===== src/rtl/swo_uart_rx.sv =====
// NRZ/UART receiver for the SWO pin: recovers 8-bit LSB-first frames with a
// programmable bit period and counts framing errors.
module swo_uart_rx #(
  parameter int pDIV_WIDTH = 16
) (
  input  logic                  fe_clk,
  input  logic                  reset,
  input  logic                  I_enable,
  input  logic [pDIV_WIDTH-1:0] I_baud_div,
  input  logic                  swo,
  output logic [7:0]            O_data,
  output logic                  O_data_valid,
  output logic                  O_frame_error,
  output logic [7:0]            O_error_count,
  output logic                  O_busy
);

  typedef enum logic [2:0] {
    S_IDLE,
    S_START,
    S_DATA,
    S_STOP,
    S_BRKWAIT
  } state_t;

  localparam logic [pDIV_WIDTH-1:0] MIN_DIV = pDIV_WIDTH'(3);
  localparam logic [pDIV_WIDTH-1:0] ONE     = pDIV_WIDTH'(1);
  localparam logic [pDIV_WIDTH-1:0] ZERO    = '0;

  state_t                  state_q, state_d;
  logic [1:0]              sync_q;
  logic [pDIV_WIDTH-1:0]   cnt_q, cnt_d;
  logic [pDIV_WIDTH-1:0]   de_q, de_d;
  logic [2:0]              bit_q, bit_d;
  logic [7:0]              shift_q, shift_d;
  logic [7:0]              data_q, data_d;
  logic                    vld_q, vld_d;
  logic                    ferr_q, ferr_d;
  logic [7:0]              errcnt_q, errcnt_d;
  logic                    swo_s;
  logic [pDIV_WIDTH-1:0]   de_eff;

  assign swo_s  = sync_q[1];
  // Divisors below 3 leave no room for a mid-bit sample, so clamp them.
  assign de_eff = (I_baud_div < MIN_DIV) ? MIN_DIV : I_baud_div;

  always_comb begin
    state_d  = state_q;
    cnt_d    = cnt_q;
    de_d     = de_q;
    bit_d    = bit_q;
    shift_d  = shift_q;
    data_d   = data_q;
    vld_d    = 1'b0;
    ferr_d   = 1'b0;
    errcnt_d = errcnt_q;
    if (!I_enable) begin
      state_d = S_IDLE;
    end else begin
      case (state_q)
        S_IDLE: begin
          if (!swo_s) begin
            state_d = S_START;
            de_d    = de_eff;
            cnt_d   = de_eff >> 1;
          end
        end
        S_START: begin
          if (cnt_q == ZERO) begin
            if (!swo_s) begin
              state_d = S_DATA;
              cnt_d   = de_q;
              bit_d   = 3'd0;
            end else begin
              state_d = S_IDLE;
            end
          end else begin
            cnt_d = cnt_q - ONE;
          end
        end
        S_DATA: begin
          if (cnt_q == ZERO) begin
            shift_d = {swo_s, shift_q[7:1]};
            cnt_d   = de_q;
            bit_d   = bit_q + 3'd1;
            if (bit_q == 3'd7) state_d = S_STOP;
          end else begin
            cnt_d = cnt_q - ONE;
          end
        end
        S_STOP: begin
          if (cnt_q == ZERO) begin
            if (swo_s) begin
              vld_d   = 1'b1;
              data_d  = shift_q;
              state_d = S_IDLE;
            end else begin
              ferr_d  = 1'b1;
              if (errcnt_q != 8'hFF) errcnt_d = errcnt_q + 8'd1;
              state_d = S_BRKWAIT;
            end
          end else begin
            cnt_d = cnt_q - ONE;
          end
        end
        // A held-low break is reported once; wait for the line to recover.
        S_BRKWAIT: begin
          if (swo_s) state_d = S_IDLE;
        end
        default: state_d = S_IDLE;
      endcase
    end
  end

  always_ff @(posedge fe_clk) begin
    if (reset) begin
      state_q  <= S_IDLE;
      sync_q   <= 2'b11;
      cnt_q    <= '0;
      de_q     <= '0;
      bit_q    <= '0;
      shift_q  <= '0;
      data_q   <= '0;
      vld_q    <= 1'b0;
      ferr_q   <= 1'b0;
      errcnt_q <= '0;
    end else begin
      state_q  <= state_d;
      sync_q   <= {sync_q[0], swo};
      cnt_q    <= cnt_d;
      de_q     <= de_d;
      bit_q    <= bit_d;
      shift_q  <= shift_d;
      data_q   <= data_d;
      vld_q    <= vld_d;
      ferr_q   <= ferr_d;
      errcnt_q <= errcnt_d;
    end
  end

  assign O_data        = data_q;
  assign O_data_valid  = vld_q;
  assign O_frame_error = ferr_q;
  assign O_error_count = errcnt_q;
  assign O_busy        = (state_q != S_IDLE);

endmodule


===== config.mk =====
export PLATFORM = sky130hd
export DESIGN_NAME = swo_uart_rx
export DESIGN_NICKNAME = d
export VERILOG_FILES = /design/src/rtl/swo_uart_rx.sv
export SDC_FILE = /design/constraint.sdc
export NUM_CORES = 1
export LEC_CHECK = 0
export CORE_UTILIZATION = 50
export DETAILED_ROUTE_END_ITERATION = 12
export PLACE_DENSITY = 0.82
export SETUP_SLACK_MARGIN = 0.15
export SKIP_CTS_REPAIR_TIMING = 1
export SLEW_MARGIN = 10
export SYNTH_ARGS = -nofsm -noshare
export SYNTH_HDL_FRONTEND = slang
export SYNTH_SLANG_ARGS = --single-unit
export TNS_END_PERCENT = 5

===== constraint.sdc =====
create_clock -name fe_clk -period 5.6 [get_ports fe_clk]
set_input_delay 0.56 -clock fe_clk [delete_from_list [all_inputs] [get_ports fe_clk]]
set_output_delay 0.56 -clock fe_clk [all_outputs]
set_load 0.05 [all_outputs]

Word level (Yosys, flattened, before mapping) --
Cells that the tools add are included.
Storage, ports and cells: word-level logic and storage cells 69, bits of input ports 20, output and inout port bits 19, register bits 66
Cells by class: eq/ne operators 15, $add $sub $neg 3, multiplexer cells 22, magnitude comparators 1, bitwise logic cells 4, reduce and logical (&&, ||, !) cells 14
Operators by type and width (count):
- 16-bit two-way mux | 6
- 16-bit one-hot mux with 4 select lines | 1
- 3-bit two-way mux | 10
- 16-bit logical NOT | 1
- 16-bit by 2-bit < comparator with 1-bit output (second input constant) | 1
- 2-bit inequality test (second input constant) | 8
- 16-bit by 1-bit subtractor with 16-bit output (second input constant) | 1
- 3-bit one-hot mux with 5 select lines | 1
- 5-bit AND reduction | 3
- 8-bit by 1-bit adder with 8-bit output (second input constant) | 1
- 8-bit inequality test (second input constant) | 1
- 3-bit by 2-bit == test with 1-bit output (second input constant) | 2
- 3-bit == test (second input constant) | 2
- 3-bit one-hot mux with 2 select lines | 1
- 3-bit AND reduction | 2
- 6-bit AND reduction | 1
- 1-bit NOT | 4
- 4-bit AND reduction | 1
- 4-bit nonzero test | 1
- 4-bit OR reduction | 1
- 3-bit by 1-bit adder with 3-bit output (second input constant) | 1
- 3-bit by 1-bit == test with 1-bit output (second input constant) | 1
- 3-bit logical NOT | 1
- 3-bit inequality test (second input constant) | 1
- other kinds (5) | 6

Depth between registers and ports, before layout --
Gate-level depths: netlist of the first run.
depth after elaboration 4, gate-level depth with buffers 10, mapped depth without buffers 7

Least setup slack after synthesis of the first run --
OpenSTA, ideal clock, no wires.
path kind flip-flop to flip-flop, from register cnt_q[0], to register cnt_q[13], buffers on the path 3, period minus slack after synthesis 2219 ps, arrival 2084 ps, setup time 135 ps, required time 5465 ps, setup slack 3381 ps, cell stages (with the launch flop) 11, cell sequence dfxtp_1 -> inv_1 -> ha_1 -> buf_2 -> nor3b_1 -> nand4_2 -> a21o_1 -> buf_2 -> buf_6 -> a222oi_1 -> o32ai_1
On the way: word-level cells in the longest chain between the ends 3, elaborated cells on any way between the ends 9, those cells by class add/sub (1); eq/ne (2); mux (4); reduce/logical (2)
Ends and longest elaborated chain:
- start, declared | line 32 | logic [pDIV_WIDTH-1:0] cnt_q, cnt_d;
- start signal, assigned | line 130 | cnt_q <= cnt_d;
- 16-bit by 1-bit subtractor with 16-bit output or 16-bit logical NOT (tied branches)
- 16-bit two-way mux (tied with other cells) | line 92 | if (cnt_q == ZERO) begin
- 16-bit one-hot mux with 4 select lines or 5-bit AND reduction (tied branches)
Parallel ways exist; a longest one is shown, timed or not. The select of a mux whose other input is x is not followed. A chain may end at the register's enable or synchronous reset.

Worst setup path after layout of the first run --
from register cnt_q[0], to register cnt_q[4]
The elaborated chain is that of the path after synthesis.

==> results of run 1 <==
where the power goes:
group          internal [uW]  total [uW]  switching (uW)
Sequential               477         485            8.09
Clock                    309         497             188
Combinational           55.6         136            80.1
critical path: stages (launching register included):
cell	delay, ns
dfxtp_1	0.33
inv_1	0.08
ha_1	0.35
nor3b_1	0.38
nand4_2	0.29
a31oi_1	0.98
a21oi_1	0.10
o32ai_1	0.26
registers in the layout (all words and copies together), names as in the netlist:
signal,flops
O_data,8
O_data_valid,1
O_error_count,8
O_frame_error,1
bit_q,3
cnt_q,16
de_q,16
shift_q,8
state_q,3
sync_q,2
cell usage after synthesis (2+ instances only):
cell type   n
nand2_1    74
dfxtp_1    66
a21oi_1    51
nor2_1     25
inv_1      18
clkbuf_1   17
o32ai_1    13
nor3_1     11
nand3_1     9
a222oi_1    8
buf_2       8
nand4_1     8
nor4_1      6
and3_1      5
or3_1       5
a32o_1      4
and4_1      4
ha_1        4
mux2_2      4
mux2i_1     4
or2_2       4
a211oi_1    3
a221oi_1    3
a31oi_1     3
and2_1      3
nand2b_1    3
nor2b_1     3
o21ai_0     3
or4_1       3
xnor2_1     3
and3b_1     2
buf_6       2
nand4_2     2
o31ai_1     2
cell families after synthesis:
group                    Yosys count  share of synthesized area [%]
AO/OA/AOI/OAI                     97                           20.2
adder cells (fa/ha/maj)            4                           1.57
buffers and inverters             47                           6.42
multiplexers                       8                           2.66
AND/OR/NAND/NOR                  171                           26.7
XOR/XNOR                           4                           1.10
flip-flops                        66                           41.3
layer usage:
metal	wire, um	track usage [%]	up-vias
met1	3520	35.7	1440
li1	-	-	1474
met5	0	0	-
met4	81	10.0	0
met3	702	6.44	15
met2	3610	36.0	137
final timing paths:
path | slack, ns | cells after the start | endpoint
worst max-delay path | 2.72 | 7 | cnt_q[4]
worst min-delay path | 0.44 | 1 | sync_q[1]
worst max register to register | 2.72 | 7 | cnt_q[4]
worst min register to register | 0.44 | 1 | sync_q[1]
stage by stage:
step | utilization (%) | cell area, um2 | hold WS, ns
2_1_floorplan | - | 3200 | 0.389
3_3_place_gp | 58.4 | 3540 | 0.397
3_5_place_dp | 58.4 | 3540 | 0.424
4_1_cts | 62.5 | 3790 | 0.447
5_1_grt | 62.5 | 3790 | 0.457
6_report | 62.5 | 3790 | 0.442
cell type report:
type / instances / area, um2 / share of cell area (%)
clock buffers: 10 / 138 / 3.63
multi-input cells: 284 / 1670 / 44.1
clock inverters: 6 / 113 / 2.97
flip-flops and latches: 66 / 1320 / 34.9
repair buffers: 39 / 383 / 10.1
well taps: 75 / 93.8 / 2.48
inverters: 18 / 67.6 / 1.78
==> results.py, run 1 <==
metrics = {
    "placed_design": {
        "total_instance_count_after_detailed_placement": 482,
        "dp.final_hpwl_um": 5230,
        "place_worst_setup_slack_ns": 2.79,
        "buffer_ports.inserted": 38,
        "place_congestion": 0.955,
    },
    "setup_path": {
        "crit_required_ns": 5.84,
        "timing_worst_setup_path_type": "flip-flop to flip-flop",
        "crit_path_capture_type": "flip-flop",
        "crit_arrival_ns": 3.12,
        "critical_path.reg2reg.startpoint": "cnt_q[0]",
        "timing.critical_path.from_type": "flip-flop",
        "cp_max_fo": 13,
        "critPathLaunch": "cnt_q[0]",
    },
    "finish": {
        "stdcell_count": 498,
        "drive_above_1_share_pct": 7.80,
        "design.final.nets": 442,
        "commonest_non_fill_non_tap_cell_in_the_layout": "nand2_1",
        "area_delta_synth_final_pct": 18.4,
        "final.fill_count": 526,
        "diodes": 0,
        "final_cell_mix": "74 x nand2_1, 66 x dfxtp_1, 51 x a21oi_1, 37 x clkdlybuf4s50_1, 25 x nor2_1",
    },
    "floorplanning": {
        "coreArea_um2": 6060,
        "dieHeight_um": 82.0,
        "num_rows": 28,
        "fp.dieArea_um2": 6720,
        "initial_util_pct": 52.8,
        "top_level_ports": 39,
        "die_width_um": 82.0,
    },
    "power": {
        "power.density_cell_area_nw_per_um2": 295,
        "vdd_ir_drop_max_mv": 0.229,
        "post-layout-total-power_uw": 1120,
        "cellLeakagePower_uw": 0.00136,
    },
    "synthesis": {
        "postSynthRegisterBits": 66,
        "yosys_most_used_dff": "dfxtp_1",
        "netlist-cell-type-count": 48,
        "synth-edff-count": 0,
        "asyncSetResetFlopFracSynth_pct": 0,
        "synth.net_count": 421,
        "syn_area_per_cell_um2": 8.06,
        "netlist_top_cells_area": "dfxtp_1 41%, nand2_1 8.7%, a21oi_1 8.0%",
        "post-synth-top-area-cell": "dfxtp_1",
        "syn-cell-area_um2": 3200,
        "synthesis.instances": 397,
        "synth_top_area_share_pct": 41.3,
        "ys_seq_area_share_pct": 41.3,
        "synthesis.yosys.warnings": 0,
    },
    "detailed_routing": {
        "drt_first_pass_iters": 8,
        "wl_um": 7910,
        "routedWlPerCell_um": 15.9,
        "detail-route-antenna-nets": 0,
        "routed_via_density": 6.16,
        "initial_drt_markers": 361,
        "drt_drc_violations_left": 0,
        "num_vias": 3066,
    },
    "timing": {
        "report.final.hold_viol_count": 0,
        "timing.max_slew.rel_slack_pct": 19.6,
        "report.final.setup_viol": 0,
        "max_clock_freq_mhz": 348,
        "final-max-slew-violation-count": 0,
        "final.setup.tns_ns": 0,
        "worst-slew-pin-transition_ns": 1.20,
        "setup_slack_ns": 2.72,
        "finalWorstPathRequiredPeriod_ns": 2.88,
        "setup_repair_after_global_routing_missed_its_margin": "false",
        "period_share_pct": 51.4,
        "finalClockSkew_ns": 0.0135,
    },
    "min_path": {
        "min_from": "sync_q[0]",
        "min_path_type": "flip-flop to flip-flop",
    },
    "global_routing": {
        "grt_pass1_wl_um": 12800,
        "grt_start_max_net_pins": 67,
        "first_global_vias": 2628,
        "antenna_found_initial": 0,
        "grt_use_total_pct": 25.2,
        "overflow_left_after_global_routing": 0,
    },
    "clocking": {
        "cts.root.buffer_cell": "clkbuf_8",
        "insertion_delay_to_the_later_sink_of_the_worst_skew_pair_ns": 0.34,
        "cts.reportedPaths.clkPinSlew_ns": 0.07,
        "cts_htree_levels": 3,
        "cts_tree": "built",
        "cts_sinks": 66,
        "clock_path_buffers": 2,
        "cts-buffers-inserted": 9,
    },
    "outcome": {
        "outcome": "completed",
    },
    "run": {
        "maxCapViolations": 0,
    },
}
Note: power is estimated with default switching activity, not from simulation.
==> inputs of run 2 (changes only) <==
- PLACE_DENSITY: 0.82 -> 0.85
- clock period: 5.6 -> 2.6 ns (I/O delays scaled with it)
==> run 2 against run 1 <==
Sequential power grew 110%. Core utilization grew 1.1 points. Cell count grew 2.6%. Sequential cell count is the same. Via count grew 2.5%. Worst hold slack lost 0.030 ns. Register-to-register slack lost 2.4 ns.
==> results.py, run 2 (same netlist as run 1, synthesis figures left out) <==
metrics = {
    "outcome": {
        "outcome": "completed",
    },
    "global_routing": {
        "grt_pass1_wl_um": 13300,
        "grt_use_total_pct": 26.4,
        "antenna_found_initial": 0,
        "overflow_left_after_global_routing": 0,
        "grt_start_max_net_pins": 48,
        "first_global_vias": 2743,
    },
    "clocking": {
        "cts.root.buffer_cell": "clkbuf_8",
        "cts_sinks": 66,
        "cts_tree": "built",
        "cts-buffers-inserted": 9,
        "cts.reportedPaths.clkPinSlew_ns": 0.07,
        "insertion_delay_to_the_later_sink_of_the_worst_skew_pair_ns": 0.34,
        "clock_path_buffers": 2,
        "cts_htree_levels": 3,
    },
    "timing": {
        "report.final.hold_viol_count": 0,
        "final-max-slew-violation-count": 0,
        "max_clock_freq_mhz": 447,
        "final.setup.tns_ns": 0,
        "report.final.setup_viol": 0,
        "timing.max_slew.rel_slack_pct": 45.0,
        "finalWorstPathRequiredPeriod_ns": 2.24,
        "worst-slew-pin-transition_ns": 0.824,
        "setup_repair_after_global_routing_missed_its_margin": "false",
        "period_share_pct": 86.0,
        "finalClockSkew_ns": 0.00695,
    },
    "power": {
        "power.density_cell_area_nw_per_um2": 575,
        "post-layout-total-power_uw": 2220,
        "cellLeakagePower_uw": 0.00139,
        "power.switching_fraction_pct": 27.5,
        "net-switching-power_uw": 609,
        "power.share.clock_pct": 38.1,
        "cellInternalPower_uw": 1610,
        "vdd_ir_drop_max_mv": 0.505,
        "share_comb_of_total_power_pct": 14.8,
        "power.sequential.fraction_pct": 47.1,
    },
    "placed_design": {
        "dp.final_hpwl_um": 5530,
        "buffer_ports.inserted": 38,
        "place_congestion": 0.899,
        "total_instance_count_after_detailed_placement": 495,
    },
    "setup_path": {
        "timing_worst_setup_path_type": "flip-flop to flip-flop",
        "crit_arrival_ns": 2.44,
        "critical-path-top-delay-family": "compound AO/OA/AOI/OAI gates",
        "max_stage_delay_ns": 0.43,
        "crit_required_ns": 2.81,
        "crit_buf_inv": 1,
        "worst_path_cell_chain": "nor4_1, buf_4, nand4_2, a21o_2, a222oi_1, o32ai_1",
        "cp_max_fo": 21,
        "critical_path.slowest_cell": "a21o_2",
        "crit_path_capture_type": "flip-flop",
        "timing.critical_path.from_type": "flip-flop",
    },
    "finish": {
        "area_of_the_multi_input_gates_um2": 1700,
        "final.fill_count": 509,
        "drive_above_1_share_pct": 11.5,
        "final_cell_mix": "74 x nand2_1, 66 x dfxtp_1, 51 x a21oi_1, 37 x clkdlybuf4s50_1, 25 x nor2_1",
        "reg.largest.list": "cnt_q x16, de_q x16",
        "area_delta_synth_final_pct": 20.5,
        "commonest_non_fill_non_tap_cell_in_the_layout": "nand2_1",
        "post_route_core_utilization_pct": 63.6,
        "design.final.nets": 455,
        "diodes": 0,
        "register_area_um2": 1320,
        "stdcell_count": 511,
    },
    "detailed_routing": {
        "routedWlPerCell_um": 16.2,
        "detail-route-antenna-nets": 0,
        "drt_drc_violations_left": 0,
        "initial_drt_markers": 412,
        "wl_um": 8260,
        "drt_first_pass_iters": 6,
        "num_vias": 3143,
        "routed_via_density": 6.15,
    },
    "run": {
        "maxCapViolations": 0,
    },
    "min_path": {
        "min_path_type": "flip-flop to flip-flop",
    },
    "floorplanning": {
        "num_rows": 28,
        "fp.dieArea_um2": 6720,
        "coreArea_um2": 6060,
        "die_width_um": 82.0,
        "initial_util_pct": 52.8,
        "dieHeight_um": 82.0,
        "top_level_ports": 39,
    },
}
==> run 2: cell types whose count changed in the layout (fill, tap and decap cells not counted), sizes merged <==
cell	before	now
buf	2	15
bufinv	3	1
clkbuf	10	9
clkinvlp	0	4
inv	19	18
==> run 2: metal layers <==
layer	share of wire (%)	wire length [um]	up-vias	track usage, %
met2	48	3940	133	40.0
met1	43	3560	1487	34.8
met4	2.1	171	0	10.0
met5	0	0	-	0
li1	-	-	1502	-
met3	7.1	588	21	8.11
==> run 2: worst register-to-register path: stages (launching register included) <==
cell and delay [ns]:
dfxtp_1 0.35, nor4_1 0.29, buf_4 0.23, nand4_2 0.21, a21o_2 0.43, a222oi_1 0.43, o32ai_1 0.16
==> run 2: path summary, 6_finish.rpt <==
kind	from	end	slack (ns)	cells after the start
worst min-delay path	sync_q[0]	sync_q[1]	0.41	1
worst max register to register	cnt_q[2]	cnt_q[9]	0.36	6
worst min register to register	sync_q[0]	sync_q[1]	0.41	1
worst max-delay path	cnt_q[2]	cnt_q[9]	0.36	6
==> run 2: layout make-up <==
class                           instances  share of cell area [%]
Clock buffer                            9                    3.22
Clock inverter                          7                    1.82
Inverter                               18                    1.75
Multi-Input combinational cell        284                    44.0
Sequential cell                        66                    34.3
Tap cell                               75                    2.44
Timing Repair Buffer                   52                    12.5
==> run 2: stage by stage <==
| stage | hold slack [ns] | setup slack, ns | cell area (um2) |
|---|---|---|---|
| 6_report | 0.412 | 0.365 | 3850 |
| 5_1_grt | 0.420 | 0.226 | 3850 |
| 4_1_cts | 0.416 | 0.0265 | 3830 |
| 3_5_place_dp | 0.401 | 0.0639 | 3630 |
| 3_3_place_gp | 0.398 | 0.221 | 3630 |
| 2_1_floorplan | 0.364 | 0.381 | 3200 |
==> run 2: power groups by stage <==
stage                     registers [uW]  logic [uW]  clock network [uW]
after floorplan                     1060         211                   0
after global placement              1060         307                   0
after detailed placement            1070         313                   0
after CTS                           1040         315                 861
after global routing                1040         354                 917
final                               1040         328                 844
==> inputs of run 3 (changes only) <==
--- a/constraint.sdc
+++ b/constraint.sdc
@@ -3,2 +3,2 @@
 set_output_delay 0.26 -clock fe_clk [all_outputs]
-set_load 0.05 [all_outputs]
+set_load 0.02 [all_outputs]
==> results of run 3 <==
The final DEF is identical to that of run 2. Status: completed.
Main changes from that run: total power 2220 uW -> 2210 uW
